**src/rtl/spi_cfg_regs.sv**
```systemverilog
// spi_cfg_regs: SPI mode-0 write-only configuration target.
// Receives 16-bit frames {rw, addr[6:0], data[7:0]} MSB first and commits
// writes into five 8-bit control registers used by the PWM/output stage.
// SCLK/COPI/nCS are asynchronous to clk and are synchronised here.
module spi_cfg_regs #(
  parameter int         SYNC_STAGES = 2,
  parameter logic [6:0] MAX_ADDR    = 7'h04
) (
  input  logic       clk,
  input  logic       rst_n,
  input  logic       SCLK,
  input  logic       COPI,
  input  logic       nCS,
  output logic [7:0] en_reg_out_7_0,
  output logic [7:0] en_reg_out_15_8,
  output logic [7:0] en_reg_pwm_7_0,
  output logic [7:0] en_reg_pwm_15_8,
  output logic [7:0] pwm_duty_cycle,
  output logic       wr_strobe,
  output logic       frame_err
);

  // Pin bit order inside the synchroniser: {nCS, COPI, SCLK}.
  // Idle bus reset value: SCLK low, COPI low, nCS high.
  localparam logic [2:0] PIN_RST  = 3'b100;
  localparam logic [4:0] CNT_FULL = 5'd16;
  localparam logic [4:0] CNT_SAT  = 5'd17;

  typedef enum logic [1:0] {
    IDLE   = 2'd0,
    SHIFT  = 2'd1,
    COMMIT = 2'd2
  } state_t;

  logic [SYNC_STAGES-1:0][2:0] sync_q;
  logic                        sclk_h;
  logic                        cs_h;
  logic                        sclk_s;
  logic                        copi_s;
  logic                        cs_s;
  logic                        sclk_rise;
  logic                        cs_fall;
  logic                        cs_rise;

  state_t                      state;
  state_t                      state_nxt;
  logic                        fall_pend;
  logic                        start;
  logic                        shift_en;
  logic                        commit;

  logic [15:0]                 shreg;
  logic [4:0]                  cnt;
  logic [6:0]                  addr;
  logic                        len_ok;
  logic                        addr_ok;
  logic [4:0][7:0]             cfg;

  // Synchroniser chain: stage 0 samples the pins, each stage shifts one deeper.
  always_ff @(posedge clk or negedge rst_n) begin
    if (!rst_n) begin
      sync_q <= {SYNC_STAGES{PIN_RST}};
    end else begin
      sync_q[0] <= {nCS, COPI, SCLK};
      for (int i = 1; i < SYNC_STAGES; i++) sync_q[i] <= sync_q[i-1];
    end
  end

  assign sclk_s = sync_q[SYNC_STAGES-1][0];
  assign copi_s = sync_q[SYNC_STAGES-1][1];
  assign cs_s   = sync_q[SYNC_STAGES-1][2];

  // History flops for edge detection. nCS history resets high so a pin held
  // low through reset produces a fresh cs_fall once reset releases.
  always_ff @(posedge clk or negedge rst_n) begin
    if (!rst_n) begin
      sclk_h <= 1'b0;
      cs_h   <= 1'b1;
    end else begin
      sclk_h <= sclk_s;
      cs_h   <= cs_s;
    end
  end

  assign sclk_rise = sclk_s & ~sclk_h;
  assign cs_fall   = ~cs_s & cs_h;
  assign cs_rise   = cs_s & ~cs_h;

  // FSM state register.
  always_ff @(posedge clk or negedge rst_n) begin
    if (!rst_n) state <= IDLE;
    else        state <= state_nxt;
  end

  // A cs_fall arriving during COMMIT is remembered and consumed in IDLE.
  always_ff @(posedge clk or negedge rst_n) begin
    if (!rst_n)                          fall_pend <= 1'b0;
    else if (state == COMMIT && cs_fall) fall_pend <= 1'b1;
    else if (state == IDLE)              fall_pend <= 1'b0;
  end

  // Frame decode, evaluated while the frame sits in COMMIT.
  assign addr    = shreg[14:8];
  assign len_ok  = (cnt == CNT_FULL);
  assign addr_ok = (addr <= MAX_ADDR);

  // Next-state logic and the commit pulses. cs_rise takes priority over a
  // coincident sclk_rise, so that last bit is dropped.
  always_comb begin
    state_nxt = state;
    start     = 1'b0;
    shift_en  = 1'b0;
    commit    = 1'b0;
    wr_strobe = 1'b0;
    frame_err = 1'b0;
    case (state)
      IDLE: begin
        if (cs_fall || fall_pend) begin
          state_nxt = SHIFT;
          start     = 1'b1;
        end
      end
      SHIFT: begin
        if (cs_rise)        state_nxt = COMMIT;
        else if (sclk_rise) shift_en  = 1'b1;
      end
      COMMIT: begin
        state_nxt = IDLE;
        commit    = 1'b1;
        wr_strobe = len_ok & shreg[15] & addr_ok;
        frame_err = ~len_ok | ~addr_ok;
      end
      default: state_nxt = IDLE;
    endcase
  end

  // Shift register and bit counter; the counter parks at 17 to flag an
  // overlength frame without wrapping back to a legal count.
  always_ff @(posedge clk or negedge rst_n) begin
    if (!rst_n) begin
      shreg <= 16'h0000;
      cnt   <= 5'd0;
    end else if (start) begin
      shreg <= 16'h0000;
      cnt   <= 5'd0;
    end else if (shift_en) begin
      shreg <= {shreg[14:0], copi_s};
      cnt   <= (cnt == CNT_SAT) ? CNT_SAT : cnt + 5'd1;
    end
  end

  // Register file: exactly one entry written per valid write frame.
  always_ff @(posedge clk or negedge rst_n) begin
    if (!rst_n) begin
      cfg <= '0;
    end else if (wr_strobe && addr < 7'd5) begin
      cfg[addr[2:0]] <= shreg[7:0];
    end
  end

  assign en_reg_out_7_0  = cfg[0];
  assign en_reg_out_15_8 = cfg[1];
  assign en_reg_pwm_7_0  = cfg[2];
  assign en_reg_pwm_15_8 = cfg[3];
  assign pwm_duty_cycle  = cfg[4];

endmodule

```
**config.mk**
```make
export PLATFORM = sky130hd
export DESIGN_NAME = spi_cfg_regs
export DESIGN_NICKNAME = d
export VERILOG_FILES = /design/src/rtl/spi_cfg_regs.sv
export SDC_FILE = /design/constraint.sdc
export NUM_CORES = 1
export LEC_CHECK = 0
export ABC_AREA = 0
export BUFFER_PORTS_ARGS = -buffer_cell sky130_fd_sc_hd__buf_2
export CAP_MARGIN = 20
export CORE_MARGIN = 2
export CORE_UTILIZATION = 26
export CTS_CLUSTER_SIZE = 25
export DETAILED_ROUTE_END_ITERATION = 10
export PLACE_DENSITY_LB_ADDON = 0.12
export SLEW_MARGIN = 20
export SYNTH_ARGS = -nofsm -noshare
export SYNTH_HDL_FRONTEND = slang
export SYNTH_SLANG_ARGS = --single-unit
export TNS_END_PERCENT = 20
```
**constraint.sdc**
```tcl
create_clock -name clk -period 4.4 [get_ports clk]
set_clock_uncertainty 0.15 [all_clocks]
set_input_delay 0.66 -clock clk [delete_from_list [all_inputs] [get_ports clk]]
set_output_delay 0.66 -clock clk [all_outputs]
set_load 0.02 [all_outputs]
```
== After elaboration in Yosys (flattened, before gate mapping) ==
Index checks and enable logic that the tools add are counted.

* Register bits: 72
* Bits of input ports: 5
* Output and inout port bits: 42
* Logic and storage cells: 63

* Add/sub/neg operators: 1
* Magnitude comparators: 4
* Equality and inequality tests: 6
* Muxes and demuxes: 20
* Bitwise gates (word level): 11
* Reductions and logical operators: 8

{| class="wikitable"
|+ Operators with widths
! cell !! count
|-
| $bwmux 40 || 1
|-
| $mux 16 || 2
|-
| $demux 8 s3 || 1
|-
| $mux 5 || 3
|-
| $eq 5x5->1 const B || 2
|-
| $mux 1 || 9
|-
| $mux 8 || 1
|-
| $le 7x3->1 const B || 1
|-
| $lt 7x3->1 const B || 1
|-
| $add 5x1->5 const B || 1
|-
| $and 1x1->1 || 5
|-
| $not 1->1 || 5
|-
| $lt 3x4->1 const B || 1
|-
| $mux 2 || 2
|-
| $pmux 2 s2 || 1
|-
| $reduce_bool 2->1 || 2
|-
| $ge 3x1->1 const B || 1
|-
| $logic_and 1x1->1 || 3
|-
| $eq 2x1->1 const B || 1
|-
| $eq 2x2->1 const B || 1
|-
| $logic_not 2->1 || 1
|-
| $ne 2x1->1 const B || 1
|-
| $ne 2x2->1 const B || 1
|-
| $reduce_and 2->1 || 1
|-
| other kinds (2) || 2
|}

== Logic depth before layout (Yosys ltp) ==
Gate-level depths: netlist of run 1.

* Depth after elaboration: 7
* Gate-level depth with buffers: 7
* Depth with buffers taken out: 6

== Least setup slack after synthesis of run 1 ==
No wires, ideal clock.

* Kind: reg-to-output
* From: register cnt[0]
* To: output wr_strobe
* Data arrival time: 2.000 ns
* Slack: 1.590 ns
* Cell stages (with the launch flop): 6
* Buffers on the path: 0
* Path through: dfrtp_1 -> inv_1 -> ha_1 -> or4bb_1 -> or2_1 -> a211oi_1

* Cells in the longest elaborated chain, start to end: 4

{| class="wikitable"
|+ RTL lines
! element !! RTL line !! source
|-
| start, declared || 53 || <nowiki>logic [4:0] cnt;</nowiki>
|-
| start signal, assigned || 148 || <nowiki>cnt <= (cnt == CNT_SAT) ? CNT_SAT : cnt + 5'd1;</nowiki>
|-
| $eq 5x5->1 || 104 || <nowiki>assign len_ok = (cnt == CNT_FULL);</nowiki>
|-
| $and 1x1->1 (2 in a row) || 130 || <nowiki>wr_strobe = len_ok & shreg[15] & addr_ok;</nowiki>
|-
| $mux 1 || 116 || <nowiki>case (state)</nowiki>
|-
| end, declared || 19 || <nowiki>output logic wr_strobe,</nowiki>
|}

Every way passes these cells.

== Final worst setup path of run 1 ==
Same ends and word-level chain as after synthesis.

==> out/results.ini, run 1 <==
[outcome]
status=finished clean

[hold_path]
min_path_type=input pin to asynchronous set/reset pin

[synthesis]
synth_fp_nets=192
yosysWarnings=0
mappedNetlistArea_um2=2800
synth_edf_count=0
ys.flop_type=dfrtp_1
yosysUniqueCellTypes=35
yosysSeqAreaShare_pct=64.4
ys_ff_latch=72
synthArstFlopShare_pct=100
syn_area_per_cell_um2=15.2
syn_inst=184

[route]
drtPass1Iterations=4
drc=0
first_iter_violations=85
via_count=1721
ant_nets=0
post_drt_wl_per_cell_um=16.0
routed_wl_mm=6.08
vias_per_cell=4.53

[critical_path]
r2r_slack_ns=1.75
worst_setup_path_end_kind=primary output
path_delay_family=simple AND/OR/NAND/NOR gates
critPathMaxStageDelay_ns=0.55
start_kind=register
critPathMaxFanout=6
crit_type=register to primary output
cp_cell_sequence=inv_1 -> ha_1 -> or4bb_1 -> or2_1 -> a211oi_1 -> buf_2
crit_required_ns=3.59
arrival_ns=2.44
cp_num_buf_inv=2
cp_slowest_cell=or4bb_1

[cells_and_area]
final_common_cell=dfrtp_1
drive_above_1_share_pct=48.0
antenna_cells=0
final_nets=248
area_growth_pct=20.6
mostFrequentLayoutCells=dfrtp_1, buf_2, mux2_2, a22o_1, clkbuf_8
fin_area_um2=3380
final_cells=380

[die]
rows=37
start_util_pct=26.9
core_um2=10400
die_x_um=108
pin_count=47
die_height_um=108
die-area_um2=11600

[placement]
hpwl_mm=3.81
gp_congestion=0.751
dp.cells=365
io_buffer_count=46
placed_area_um2=3210
dpl_worst_slack_ns=1.52

[clocking]
clkSinkCount=72
post-cts-setup-buffer-count=0
cts_buffers=9
cts_resized=0
clock_latency_ns=0.35
path_clk_slew_ns=0.08
hold_buffers=0
cts_tree=yes
clockBufferDepth=2
cts_max_level=3
root_buffer=clkbuf_8

[grt]
antenna_found_initial=0
globalRoute.totalOverflow=0
grt_pass1_vias=1796
grt_pass1_wl_mm=10.1
grt_usage_pct=11.8
grt_max_degree=49

[timing]
final.setup.worst_slack_ns=1.15
max-slew-margin-rel_pct=53.3
timing.final.crit_share_pct=73.9
drv_slew=0
fin_crit_ns=3.25
hold_viol=0
finalSetupViolations=0
fmax_ghz=0.307
tightest_slew_ns=0.698
tns_ns=0
rsz0062_at_grt=no

[pwr]
power_density_nw_per_um2=399
ir_drop_v=0.000153
p_int_w=0.000965
p_sw_share_pct=28.5
power.switching_w=0.000384
finalPower_w=0.00135
p_clk_share_pct=34.8
p_seq_share_pct=55.2
pwr-share-comb_pct=10.0
p_leak_nw=1.76

[flow_run]
cap_viol_max_count=0

[cells in the mapped netlist, types with 2 or more instances]
cell / instances / share of area (%)
dfrtp_1: 69 / 62
mux2_2: 40 / 16
a22o_1: 17 / 5.3
nor2_1: 6 / 0.80
inv_1: 5 / 0.67
a211oi_1: 3 / 0.80
clkbuf_1: 3 / 0.40
dfstp_2: 3 / 2.8
ha_1: 3 / 1.3
nand2_1: 3 / 0.40
nand2b_1: 3 / 0.67
a21oi_1: 2 / 0.36
nand3_1: 2 / 0.36
nand3b_2: 2 / 0.80
nor2b_1: 2 / 0.45
nor4_1: 2 / 0.45
[layout make-up]
type | instances | area [µm²]
Fill cell | 1074 | 7040
Sequential cell | 72 | 1810
Multi-Input combinational cell | 103 | 960
Timing Repair Buffer | 49 | 253
Tap cell | 136 | 170
Clock buffer | 10 | 138
Clock inverter | 5 | 33.8
Inverter | 5 | 18.8
[worst register-to-register path, cell delays in order (launching register included)]
cell	delay, ns
dfrtp_1	0.44
inv_1	0.09
ha_1	0.16
or4bb_1	0.55
or2_1	0.29
nor3_4	0.48
mux2_2	0.39
[final timing paths]
check / from / depth (start not counted) / end
setup / recovery: cnt[0] / 6 / wr_strobe
hold / removal: rst_n / 1 / en_reg_pwm_7_0[5]
setup reg to reg: cnt[0] / 6 / pwm_duty_cycle[7]
hold reg to reg: sync_q[1] / 0 / copi_s
max in group asynchronous: rst_n / 2 / cnt[3]
min in group clk: sync_q[1] / 0 / copi_s
[sequential cells by signal, indices dropped and copies added, names as in the netlist]
register         flops
cs_s                 1
shreg               16
en_reg_out_7_0       8
cs_h                 1
state                2
en_reg_out_15_8      8
sclk_s               1
sync_q               3
fall_pend            1
sclk_h               1
cnt                  5
pwm_duty_cycle       8
copi_s               1
en_reg_pwm_7_0       8
en_reg_pwm_15_8      8
[metrics by stage]
step / hold WS, ns / utilization (%)
after floorplan: 0.181 / -
after global placement: 0.184 / 30.8
after detailed placement: 0.185 / 30.8
after CTS: 0.168 / 32.4
after global routing: 0.176 / 32.4
final: 0.145 / 32.4
[power by group through the flow]
stage	clock (W)	combinational, W	sequential (W)
2_1_floorplan	0	0.0000899	0.000742
3_3_place_gp	0	0.000137	0.000757
3_5_place_dp	0	0.000138	0.000757
4_1_cts	0.000494	0.000138	0.000744
5_1_grt	0.000524	0.000158	0.000755
6_report	0.000469	0.000134	0.000745
[logic make-up after synthesis]
logic type | synth area share [%]
buf+inv | 1.47
xor+xnor | 0.313
fa+ha+maj | 1.34
simple gates | 8.17
compound gates | 7.82
mux | 16.4
flops | 64.4
[metal layers]
| metal | GRT usage, % | share of wire (%) |
|---|---|---|
| met1 | 15.8 | 48 |
| met2 | 17.3 | 46 |
| met3 | 4.54 | 4.7 |
| met4 | 3.85 | 1.6 |
| met5 | 0 | 0 |
(Power assumes the default switching activity.)
==> run 2, diff against run 1 <==
clock period = 3.2 ns   (was 4.4 ns; I/O delays follow)
==> run 2 against run 1 <==
- first-iteration DRC count is 51% lower
- worst setup slack worse by 0.91 ns
- clock power is 69% higher
- wire length fell by 5.0%
- core utilization increased by 0.60 points
- register-to-register slack lost 1.2 ns
- die area did not move
- total power is 49% higher
- clock-buffer cell count is the same
- sequential cell count unchanged
==> out/results.ini, run 2 (same netlist as run 1, synthesis figures left out) <==
[clocking]
cts_max_level=3
cts_tree=yes
cts_buffers=9
clkSinkCount=72
hold_buffers=0
cts_resized=0
clock_latency_ns=0.35
root_buffer=clkbuf_8
clockBufferDepth=2
post-cts-setup-buffer-count=0
path_clk_slew_ns=0.08

[grt]
grt_max_degree=44
grt_usage_pct=10.7
antenna_found_initial=0
globalRoute.totalOverflow=0
grt_pass1_vias=1627
grt_pass1_wl_mm=9.16

[route]
drtPass1Iterations=4
ant_nets=0
first_iter_violations=42
vias_per_cell=4.39
routed_wl_mm=5.77
via_count=1671
drc=0
post_drt_wl_per_cell_um=15.2

[critical_path]
r2r_slack_ns=0.57
crit_required_ns=2.57
cp_cell_sequence=inv_1 -> ha_1 -> or4bb_1 -> or2_1 -> a211oi_1 -> buf_2
r2r-end=pwm_duty_cycle[0]
critPathMaxStageDelay_ns=0.54
worst_setup_path_end_kind=primary output
start_kind=register
r2r_cells=6
crit_path_start=cnt[0]
cp-endpoint=wr_strobe
critPathMaxFanout=6
r2r_start=cnt[0]
arrival_ns=2.34
crit_type=register to primary output
cp_slowest_cell=or4bb_1

[die]
rows=37
core_um2=10400
pin_count=47
start_util_pct=26.9
die_height_um=108
die-area_um2=11600
die_x_um=108

[placement]
io_buffer_count=46
hpwl_mm=3.75
gp_congestion=0.716
dp.cells=365

[hold_path]
min_path_type=input pin to asynchronous set/reset pin

[cells_and_area]
final_cells=381
area_growth_pct=22.8
fin_util_pct=33.0
largest_register_ffs=16
regMostFlops=shreg
final_nets=248
mostFrequentLayoutCells=dfrtp_1, buf_2, mux2_2, a22o_1, clkbuf_8
antenna_cells=0
final_common_cell=dfrtp_1
drive_above_1_share_pct=47.8

[timing]
tightest_slew_ns=0.682
timing.final.crit_share_pct=92.7
fmax_ghz=0.337
fin_crit_ns=2.97
rsz0062_at_grt=no
drv_slew=0
max-slew-margin-rel_pct=54.5
finalSetupViolations=0
tns_ns=0
hold_viol=0

[pwr]
p_leak_nw=1.78
ir_drop_v=0.000265
power_density_nw_per_um2=583

[outcome]
status=finished clean

[flow_run]
cap_viol_max_count=0

[run 2: stage by stage]
step,cell area [µm²],setup WS [ns],hold WS [ns],power [W]
2_1_floorplan,2800,0.570,0.0344,0.00114
3_3_place_gp,3220,0.579,0.184,0.00123
3_5_place_dp,3220,0.553,0.188,0.00123
4_1_cts,3440,0.180,0.0300,0.00204
5_1_grt,3440,0.0538,0.0525,0.00211
6_report,3440,0.234,0.0121,0.00201
[run 2: metal layers]
layer,vias up,GRT usage [%],part of all wire (%),wire [µm]
li1,790,-,-,-
met1,839,14.4,48,2760
met2,35,15.7,46,2670
met3,7,3.21,4.5,258
met4,0,4.67,1.6,93
met5,-,0,0,0
[run 2: worst min-delay path by stage]
stage / start / endpoint / slack [ns]
global placement: sync_q[0] / sclk_s / 0.18
floorplan: rst_n / cnt[0] / 0.03
global route: rst_n / en_reg_out_15_8[5] / 0.05
detailed placement: sync_q[1] / copi_s / 0.19
finish: rst_n / en_reg_out_15_8[5] / 0.01
CTS: rst_n / en_reg_out_15_8[5] / 0.03
[run 2: power breakdown]
group,total [W],internal [W],switching (W)
registers,0.00103,0.000957,0.0000686
clock network,0.000793,0.000443,0.000350
logic,0.000187,0.0000747,0.000113
[run 2: worst max-delay path, delay by kind of cell (launching register included)]
kind            cells  cell delay [ns]
buf+inv             2             0.30
flops               1             0.43
compound gates      1             0.28
simple gates        2             0.82
fa+ha+maj           1             0.16
[run 2: area by class of cell]
| type | count | area (µm²) |
|---|---|---|
| Clock buffer | 10 | 128 |
| Sequential cell | 72 | 1810 |
| Fill cell | 1033 | 6980 |
| Timing Repair Buffer | 49 | 265 |
| Clock inverter | 6 | 93.8 |
| Tap cell | 136 | 170 |
| Inverter | 5 | 18.8 |
| Multi-Input combinational cell | 103 | 960 |
==> run 3, diff against run 2 <==
CTS_BUF_LIST = sky130_fd_sc_hd__clkbuf_8   (was unset)
==> run 3 against run 2 <==
- wire length is essentially flat
- highest routed layer unchanged
- critical endpoint unchanged
- combinational power about the same
- worst hold slack about the same
- sequential cell count stayed put
==> out/results.ini, run 3 (same netlist as run 1, synthesis figures left out) <==
[outcome]
status=finished clean

[die]
pin_count=47
rows=37
start_util_pct=26.9
core_um2=10400
die_height_um=108
die_x_um=108
die-area_um2=11600

[timing]
drv_slew=0
timing.final.crit_share_pct=92.7
fin_crit_ns=2.97
tightest_slew_ns=0.682
tns_ns=0
hold_viol=0
finalSetupViolations=0
rsz0062_at_grt=no
max-slew-margin-rel_pct=54.5
fmax_ghz=0.337
final.setup.worst_slack_ns=0.234

[cells_and_area]
fin_area_um2=3440
fillCellCount=1033
final_nets=248
final_common_cell=dfrtp_1
regMostFlops=shreg
antenna_cells=0
drive_above_1_share_pct=47.8
mostFrequentLayoutCells=dfrtp_1, buf_2, mux2_2, a22o_1, clkbuf_8
largest_register_ffs=16
area_growth_pct=22.8

[grt]
grt_pass1_wl_mm=9.16
globalRoute.totalOverflow=0
grt_usage_pct=10.7
antenna_found_initial=0
grt_max_degree=44
grt_pass1_vias=1627

[clocking]
cts_tree=yes
cts_max_level=3
clockBufferDepth=2
post-cts-setup-buffer-count=0
cts_buffers=9
hold_buffers=0
clkSinkCount=72
clock_latency_ns=0.35
path_clk_slew_ns=0.08
root_buffer=clkbuf_8
cts_resized=0

[pwr]
p_seq_share_pct=51.2
power_density_nw_per_um2=582
p_int_w=0.00147
p_leak_nw=1.79
pwr-share-comb_pct=9.4
p_clk_share_pct=39.4
power.switching_w=0.000531
ir_drop_v=0.000265
p_sw_share_pct=26.5

[hold_path]
min_path_type=input pin to asynchronous set/reset pin

[route]
via_count=1672
routed_wl_mm=5.77
ant_nets=0
first_iter_violations=42
post_drt_wl_per_cell_um=15.1
drc=0
drtPass1Iterations=4
vias_per_cell=4.39

[critical_path]
arrival_ns=2.34
worst_setup_path_end_kind=primary output
crit_type=register to primary output
critPathMaxFanout=6
start_kind=register
crit_required_ns=2.57

[placement]
io_buffer_count=46
hpwl_mm=3.75
placed_area_um2=3220
gp_congestion=0.716
dpl_worst_slack_ns=0.553

[flow_run]
cap_viol_max_count=0

run 3: changes by cell type in the layout (fill, tap and decap cells not counted):
cell,before,now
clkbuf_1,1,0
inv_1,5,6
run 3: power groups by stage:
stage	sequential (W)	combinational (W)	clock [W]
after floorplan	0.00102	0.000124	0
after global placement	0.00104	0.000192	0
after global routing	0.00104	0.000212	0.000854
after CTS	0.00102	0.000193	0.000822
final	0.00103	0.000187	0.000789
after detailed placement	0.00104	0.000192	0
run 3: cell type report:
class / count / area (µm²) / share of cell area (%)
clock inverter: 7 / 97.6 / 2.84
clock buffer: 9 / 124 / 3.60
sequential: 72 / 1810 / 52.5
timing repair buffer: 49 / 265 / 7.71
multi-input combinational: 103 / 960 / 27.9
tap: 136 / 170 / 4.95
inverter: 5 / 18.8 / 0.545
run 3: path summary, 6_finish.rpt:
check                                from                  to  slack (ns)  cells past startpoint
worst max-delay path               cnt[0]           wr_strobe        0.23                      6
worst min-delay path                rst_n  en_reg_out_15_8[5]        0.01                      1
worst max register to register     cnt[0]   pwm_duty_cycle[0]        0.58                      6
worst min register to register  sync_q[0]              sclk_s        0.20                      0
max in group asynchronous           rst_n                cs_h        2.15                      2
min in group clk                      nCS           sync_q[2]        0.08                      1
run 3: per-stage QoR:
| step | cells | hold slack (ns) | utilization, % | total power, W |
|---|---|---|---|---|
| 2_1_floorplan | 184 | 0.0344 | - | 0.00114 |
| 4_1_cts | 381 | 0.0300 | 33.0 | 0.00204 |
| 6_report | 381 | 0.0122 | 33.0 | 0.00200 |
| 3_3_place_gp | 365 | 0.184 | 30.9 | 0.00123 |
| 3_5_place_dp | 365 | 0.188 | 30.9 | 0.00123 |
| 5_1_grt | 381 | 0.0525 | 33.0 | 0.00210 |
run 3: layer usage:
layer	global-route usage [%]	wire [µm]
met5	0	0
met4	4.67	93
met3	3.21	258
met2	15.7	2670
met1	14.4	2750
run 3: worst max-delay path, stage by stage (launching register included):
cell	delay (ns)
dfrtp_1	0.43
inv_1	0.08
ha_1	0.16
or4bb_1	0.54
or2_1	0.28
a211oi_1	0.28
buf_2	0.22
